`src/rtl/lsu_mem_stage.sv`:
```
// Memory-access stage: drives the ready/valid data-memory port for loads and stores,
// stalls upstream while a transaction is outstanding, and returns extended load data.
module lsu_mem_stage #(
   parameter int unsigned MAX_WAIT = 15
) (
   input  logic        clk,
   input  logic        reset,
   input  logic        valid_i,
   input  logic        MemRead,
   input  logic        MemWrite,
   input  logic [1:0]  ByteAccess,
   input  logic [2:0]  ByteSrc,
   input  logic [31:0] Addr,
   input  logic [31:0] WriteData,
   input  logic [4:0]  Rd,
   output logic        dmem_req,
   output logic        dmem_we,
   output logic [3:0]  dmem_be,
   output logic [31:0] dmem_addr,
   output logic [31:0] dmem_wdata,
   input  logic        dmem_gnt,
   input  logic        dmem_rvalid,
   input  logic [31:0] dmem_rdata,
   output logic        stall,
   output logic        ld_valid,
   output logic [31:0] ld_data,
   output logic [4:0]  ld_rd,
   output logic        misalign,
   output logic        bus_err
);

   typedef enum logic [1:0] {IDLE, WAIT_GNT, WAIT_RDATA} state_t;

   state_t      state;
   logic [7:0]  waitCnt;
   logic        reqWe;
   logic [3:0]  reqBe;
   logic [31:0] reqAddr;
   logic [31:0] reqWdata;
   logic [2:0]  reqSrc;
   logic [1:0]  reqOff;
   logic [4:0]  reqRd;

   logic        isAccess;
   logic        isStore;
   logic        misAligned;
   logic        reqNow;
   logic [3:0]  beNow;
   logic [31:0] wdataNow;

   // Select the byte or halfword lane named by the latched offset and extend it.
   function automatic logic [31:0] extractLoad(input logic [31:0] d, input logic [2:0] src,
                                              input logic [1:0] off);
      logic [7:0]  b;
      logic [15:0] h;
      b = d[{off, 3'b000} +: 8];
      h = d[{off[1], 4'b0000} +: 16];
      case (src)
         3'b000:  return {24'd0, b};
         3'b001:  return {16'd0, h};
         3'b010:  return {{24{b[7]}}, b};
         3'b011:  return {{16{h[15]}}, h};
         default: return d;
      endcase
   endfunction

   // Decode the incoming access: size-dependent byte enables, replicated data, alignment.
   always_comb begin
      isAccess   = valid_i & (MemRead | MemWrite);
      isStore    = MemWrite;
      beNow      = 4'b1111;
      wdataNow   = WriteData;
      misAligned = (Addr[1:0] != 2'b00);
      case (ByteAccess)
         2'b01: begin
            beNow      = 4'b0001 << Addr[1:0];
            wdataNow   = {4{WriteData[7:0]}};
            misAligned = 1'b0;
         end
         2'b10: begin
            beNow      = 4'b0011 << {Addr[1], 1'b0};
            wdataNow   = {2{WriteData[15:0]}};
            misAligned = Addr[0];
         end
         default: ;
      endcase
      reqNow = (state == IDLE) & isAccess & ~misAligned;
   end

   // Port and stall outputs: live inputs while IDLE, latched fields while waiting for grant.
   always_comb begin
      dmem_req   = 1'b0;
      dmem_we    = 1'b0;
      dmem_be    = 4'b0000;
      dmem_addr  = 32'd0;
      dmem_wdata = 32'd0;
      stall      = 1'b0;
      case (state)
         IDLE: begin
            if (reqNow) begin
               dmem_req   = 1'b1;
               dmem_we    = isStore;
               dmem_be    = beNow;
               dmem_addr  = {Addr[31:2], 2'b00};
               dmem_wdata = wdataNow;
               stall      = ~(dmem_gnt & isStore);
            end
         end
         WAIT_GNT: begin
            dmem_req   = 1'b1;
            dmem_we    = reqWe;
            dmem_be    = reqBe;
            dmem_addr  = reqAddr;
            dmem_wdata = reqWdata;
            stall      = ~(dmem_gnt & reqWe);
         end
         WAIT_RDATA: stall = ~dmem_rvalid;
         default: ;
      endcase
   end

   // Transaction sequencing, request latching, timeout counting and registered result pulses.
   always_ff @(posedge clk or posedge reset) begin
      if (reset) begin
         state    <= IDLE;
         waitCnt  <= 8'd0;
         reqWe    <= 1'b0;
         reqBe    <= 4'd0;
         reqAddr  <= 32'd0;
         reqWdata <= 32'd0;
         reqSrc   <= 3'd0;
         reqOff   <= 2'd0;
         reqRd    <= 5'd0;
         ld_valid <= 1'b0;
         ld_data  <= 32'd0;
         ld_rd    <= 5'd0;
         misalign <= 1'b0;
         bus_err  <= 1'b0;
      end else begin
         ld_valid <= 1'b0;
         misalign <= 1'b0;
         bus_err  <= 1'b0;
         case (state)
            IDLE: begin
               if (isAccess && misAligned) begin
                  misalign <= 1'b1;
               end else if (reqNow) begin
                  reqWe    <= isStore;
                  reqBe    <= beNow;
                  reqAddr  <= {Addr[31:2], 2'b00};
                  reqWdata <= wdataNow;
                  reqSrc   <= ByteSrc;
                  reqOff   <= Addr[1:0];
                  reqRd    <= Rd;
                  waitCnt  <= 8'd0;
                  if (!dmem_gnt) begin
                     state <= WAIT_GNT;
                  end else if (!isStore) begin
                     state <= WAIT_RDATA;
                  end
               end
            end
            WAIT_GNT: begin
               waitCnt <= 8'd0;
               if (dmem_gnt) begin
                  state <= reqWe ? IDLE : WAIT_RDATA;
               end
            end
            WAIT_RDATA: begin
               if (dmem_rvalid) begin
                  ld_valid <= 1'b1;
                  ld_data  <= extractLoad(dmem_rdata, reqSrc, reqOff);
                  ld_rd    <= reqRd;
                  state    <= IDLE;
               end else if (waitCnt == 8'(MAX_WAIT - 1)) begin
                  bus_err <= 1'b1;
                  state   <= IDLE;
               end else begin
                  waitCnt <= waitCnt + 8'd1;
               end
            end
            default: state <= IDLE;
         endcase
      end
   end

endmodule

```
`config.mk`:
```
export PLATFORM = sky130hd
export DESIGN_NAME = lsu_mem_stage
export DESIGN_NICKNAME = d
export VERILOG_FILES = /design/src/rtl/lsu_mem_stage.sv
export SDC_FILE = /design/constraint.sdc
export NUM_CORES = 1
export LEC_CHECK = 0
export ABC_CLOCK_PERIOD_IN_PS = 7800
export CAP_MARGIN = 5
export CORE_ASPECT_RATIO = 1.2
export CORE_UTILIZATION = 40
export CTS_BUF_LIST = sky130_fd_sc_hd__clkbuf_2 sky130_fd_sc_hd__clkbuf_4 sky130_fd_sc_hd__clkbuf_8
export CTS_CLUSTER_SIZE = 24
export DETAILED_ROUTE_END_ITERATION = 10
export DONT_BUFFER_PORTS = 1
export GPL_ROUTABILITY_DRIVEN = 0
export PLACE_DENSITY = 0.6
export SETUP_SLACK_MARGIN = 0.4
export SLEW_MARGIN = 20
export SYNTH_ARGS = -nofsm -noshare
export SYNTH_HDL_FRONTEND = slang
export SYNTH_SLANG_ARGS = --single-unit
```
`constraint.sdc`:
```
create_clock -name clk -period 7.8 [get_ports clk]
set_input_delay 0.39 -clock clk [delete_from_list [all_inputs] [get_ports clk]]
set_output_delay 0.39 -clock clk [all_outputs]
set_load 0.03 [all_outputs]
```
==> impl_metrics.env <==
export IMPL_ys_seq_area_frac=0.483
export IMPL_end_kind="primary output"
export IMPL_whs_ps=54.1
export IMPL_core_mm2=0.0158
export IMPL_clk_latency_ps=450
export IMPL_first_iter_violations=408
export IMPL_synth_ff_type="dfrtp_1"
export IMPL_cts_resized=0
export IMPL_leakagePower_uw=0.00370
export IMPL_worst_pin_slew_ps=1070
export IMPL_cts_tree="yes"
export IMPL_p_sw_uw=1090
export IMPL_setup_viol=0
export IMPL_synth_cell_types=52
export IMPL_critPathMaxFanout=84
export IMPL_ir_worst_vdd_mv=0.127
export IMPL_combPwrFrac=0.257
export IMPL_cts_reportedPaths_clkPinSlew_ps=70
export IMPL_synth_seq_cells=127
export IMPL_cts_hold_buf=2
export IMPL_die_h_um=142
export IMPL_hold_class="primary input to flop"
export IMPL_clockPowerShare=0.244
export IMPL_final_cells=971
export IMPL_dp_hpwl_mm=13.1
export IMPL_cap_violations=0
export IMPL_dr_total_vias=5519
export IMPL_cts_root_to_sink_buffers=2
export IMPL_syn_area_per_cell_um2=8.46
export IMPL_htree_levels=4
export IMPL_synth_top_area_share=0.483
export IMPL_drt_first_pass_iters=5
export IMPL_pin_count=224
export IMPL_postCtsSetupBuffers=0
export IMPL_status="complete, no violations"
export IMPL_fmax_ghz=0.262
export IMPL_multi_input_area_mm2=0.00307
export IMPL_period_share=0.489
export IMPL_antenna_left=0
export IMPL_cp_arrival_ps=3420
export IMPL_power_density_mw_per_mm2=364
export IMPL_antenna_cells=0
export IMPL_grt_overflow=0
export IMPL_relSlewSlack=0.288
export IMPL_grt_pass1_vias=5407
export IMPL_skew_ps=15.4
export IMPL_numCtsBuffers=17
export IMPL_syn_area_mm2=0.00657
export IMPL_antenna_found_initial=0
export IMPL_yosysWarnings=0
export IMPL_die_area_mm2=0.0170
export IMPL_period_minus_slack_ps=3810
export IMPL_synth_most_common_cell="nand2_1"
export IMPL_synth_edff_count=0
export IMPL_synth_area_top_cells="dfrtp_1 48%, nand2_1 16%, a21o_1 5.8%"
export IMPL_synth_area_leader_cell="dfrtp_1"
export IMPL_drive_gt1_frac=0.0682
export IMPL_grt_use_total=0.220
export IMPL_drc_errors=0
export IMPL_fillCellCount=1539
export IMPL_grt_pass1_wl_mm=28.9
export IMPL_seqPwrFrac=0.500
export IMPL_syn_inst=777
export IMPL_switching_share=0.425
export IMPL_area_growth_pct=7.33
export IMPL_slew_viol_final=0
export IMPL_cts_sinks=127
export IMPL_p_total_uw=2570
export IMPL_drt_wl_total_mm=18.6
export IMPL_grt_max_degree=85
export IMPL_wl_per_cell_um=19.1
export IMPL_synth_commonest_cells="281 x nand2_1, 127 x dfrtp_1, 51 x a21o_1"
export IMPL_regArea_mm2=0.00318
export IMPL_critPathLaunchType="primary input"
export IMPL_port_buffers=0
export IMPL_nets=867
export IMPL_root_buffer="clkbuf_8"
export IMPL_hold_violations=0
export IMPL_dieWidth_um=119
export IMPL_dp_cells=937
export IMPL_critPathRequiredTime_ps=7410
export IMPL_finalSetupTns_ps=0
export IMPL_synth_async_sr_flop_share=1.00
export IMPL_path_class="primary input to primary output"
export IMPL_p_int_uw=1470
export IMPL_via_per_inst=5.68
export IMPL_rows=50
export IMPL_rsz0062_at_grt="no"
export IMPL_initial_utilization=0.415
==> per-stage QoR <==
stage | util | cell area, um2 | setup WS, ps
after floorplan | - | 6580 | 4030
after global placement | 0.417 | 6600 | 4170
after detailed placement | 0.417 | 6600 | 4030
after CTS | 0.446 | 7050 | 4000
after global routing | 0.446 | 7060 | 3780
final | 0.446 | 7060 | 3990
==> path summary, 6_finish.rpt <==
check / to / startpoint / cells after the start / slack (ps)
setup / recovery: dmem_wdata[17] / ByteAccess[0] / 7 / 3990
hold / removal: reqRd[2]$_DFFE_PP0P_ / Rd[2] / 2 / 50
setup reg to reg: ld_data[24]$_DFFE_PP0P_ / state[0]$_DFFE_PP0P_ / 5 / 4990
hold reg to reg: reqAddr[10]$_DFFE_PP0P_ / reqAddr[10]$_DFFE_PP0P_ / 2 / 480
max in group asynchronous: waitCnt[3]$_DFFE_PP0P_ / reset / 3 / 6000
min in group asynchronous: ld_data[22]$_DFFE_PP0P_ / reset / 2 / 510
==> state kept, by name, indices dropped and copies added (netlist names), 3 cells and up <==
register  count
waitCnt       8
ld_data      32
reqSrc        3
reqRd         5
reqAddr      30
reqWdata     32
reqBe         4
ld_rd         5
==> power groups by stage <==
stage	logic, uW	registers (uW)	clock network (uW)
3_5_place_dp	662	1290	0
2_1_floorplan	600	1210	0
4_1_cts	665	1280	640
3_3_place_gp	640	1280	0
6_report	659	1280	625
5_1_grt	737	1310	663
==> placed cells by master, fill, tap and decap left out, types with 3 or more instances in the layout <==
cell,n
or3_1,7
nor2_1,46
mux2i_1,12
clkinvlp_4,3
dfrtp_1,127
o21ai_0,12
a21o_1,51
nand2b_1,5
nor2b_1,10
buf_4,6
a21oi_1,50
nand3_1,9
a221oi_1,5
nor3_1,6
a22oi_1,26
bufinv_16,3
clkbuf_8,21
a22o_1,9
nand2_1,281
ha_1,4
inv_1,9
a311oi_1,7
o31ai_1,9
==> cells by family (layout without fill, tap and decap cells) <==
family / after synthesis / in the layout / share of synthesized area
muxes: 13 / 13 / 0.0200
other: 1 / 2 / 0.000570
buffers and inverters: 66 / 51 / 0.0518
and+or+nand+nor: 381 / 381 / 0.239
AOI/OAI and AO/OA: 185 / 185 / 0.197
adders and majority gates: 4 / 4 / 0.00761
DFF: 127 / 127 / 0.483
==> layout make-up <==
class	count	area share
clock buffer	23	0.0431
clock inverter	9	0.0186
inverter	11	0.00656
multi-input combinational	585	0.435
sequential	127	0.450
tap	208	0.0369
timing repair buffer	8	0.00922
==> worst max-delay path, cell delays in order <==
cell and delay (ps):
inv_1 20, ha_1 870, or2_1 450, a2111o_2 430, buf_4 720, nor2_1 180
a21o_1 310
==> routing by layer <==
layer / share of wire / global-route usage / up-vias / wire (um)
met5: 0 / 0 / - / 0
met3: 0.10 / 0.0849 / 37 / 1870
met1: 0.38 / 0.253 / 2662 / 7030
li1: - / - / 2561 / -
met2: 0.49 / 0.364 / 259 / 9140
met4: 0.028 / 0.0993 / 0 / 521
No activity file was read; power rests on OpenSTA's default activity.
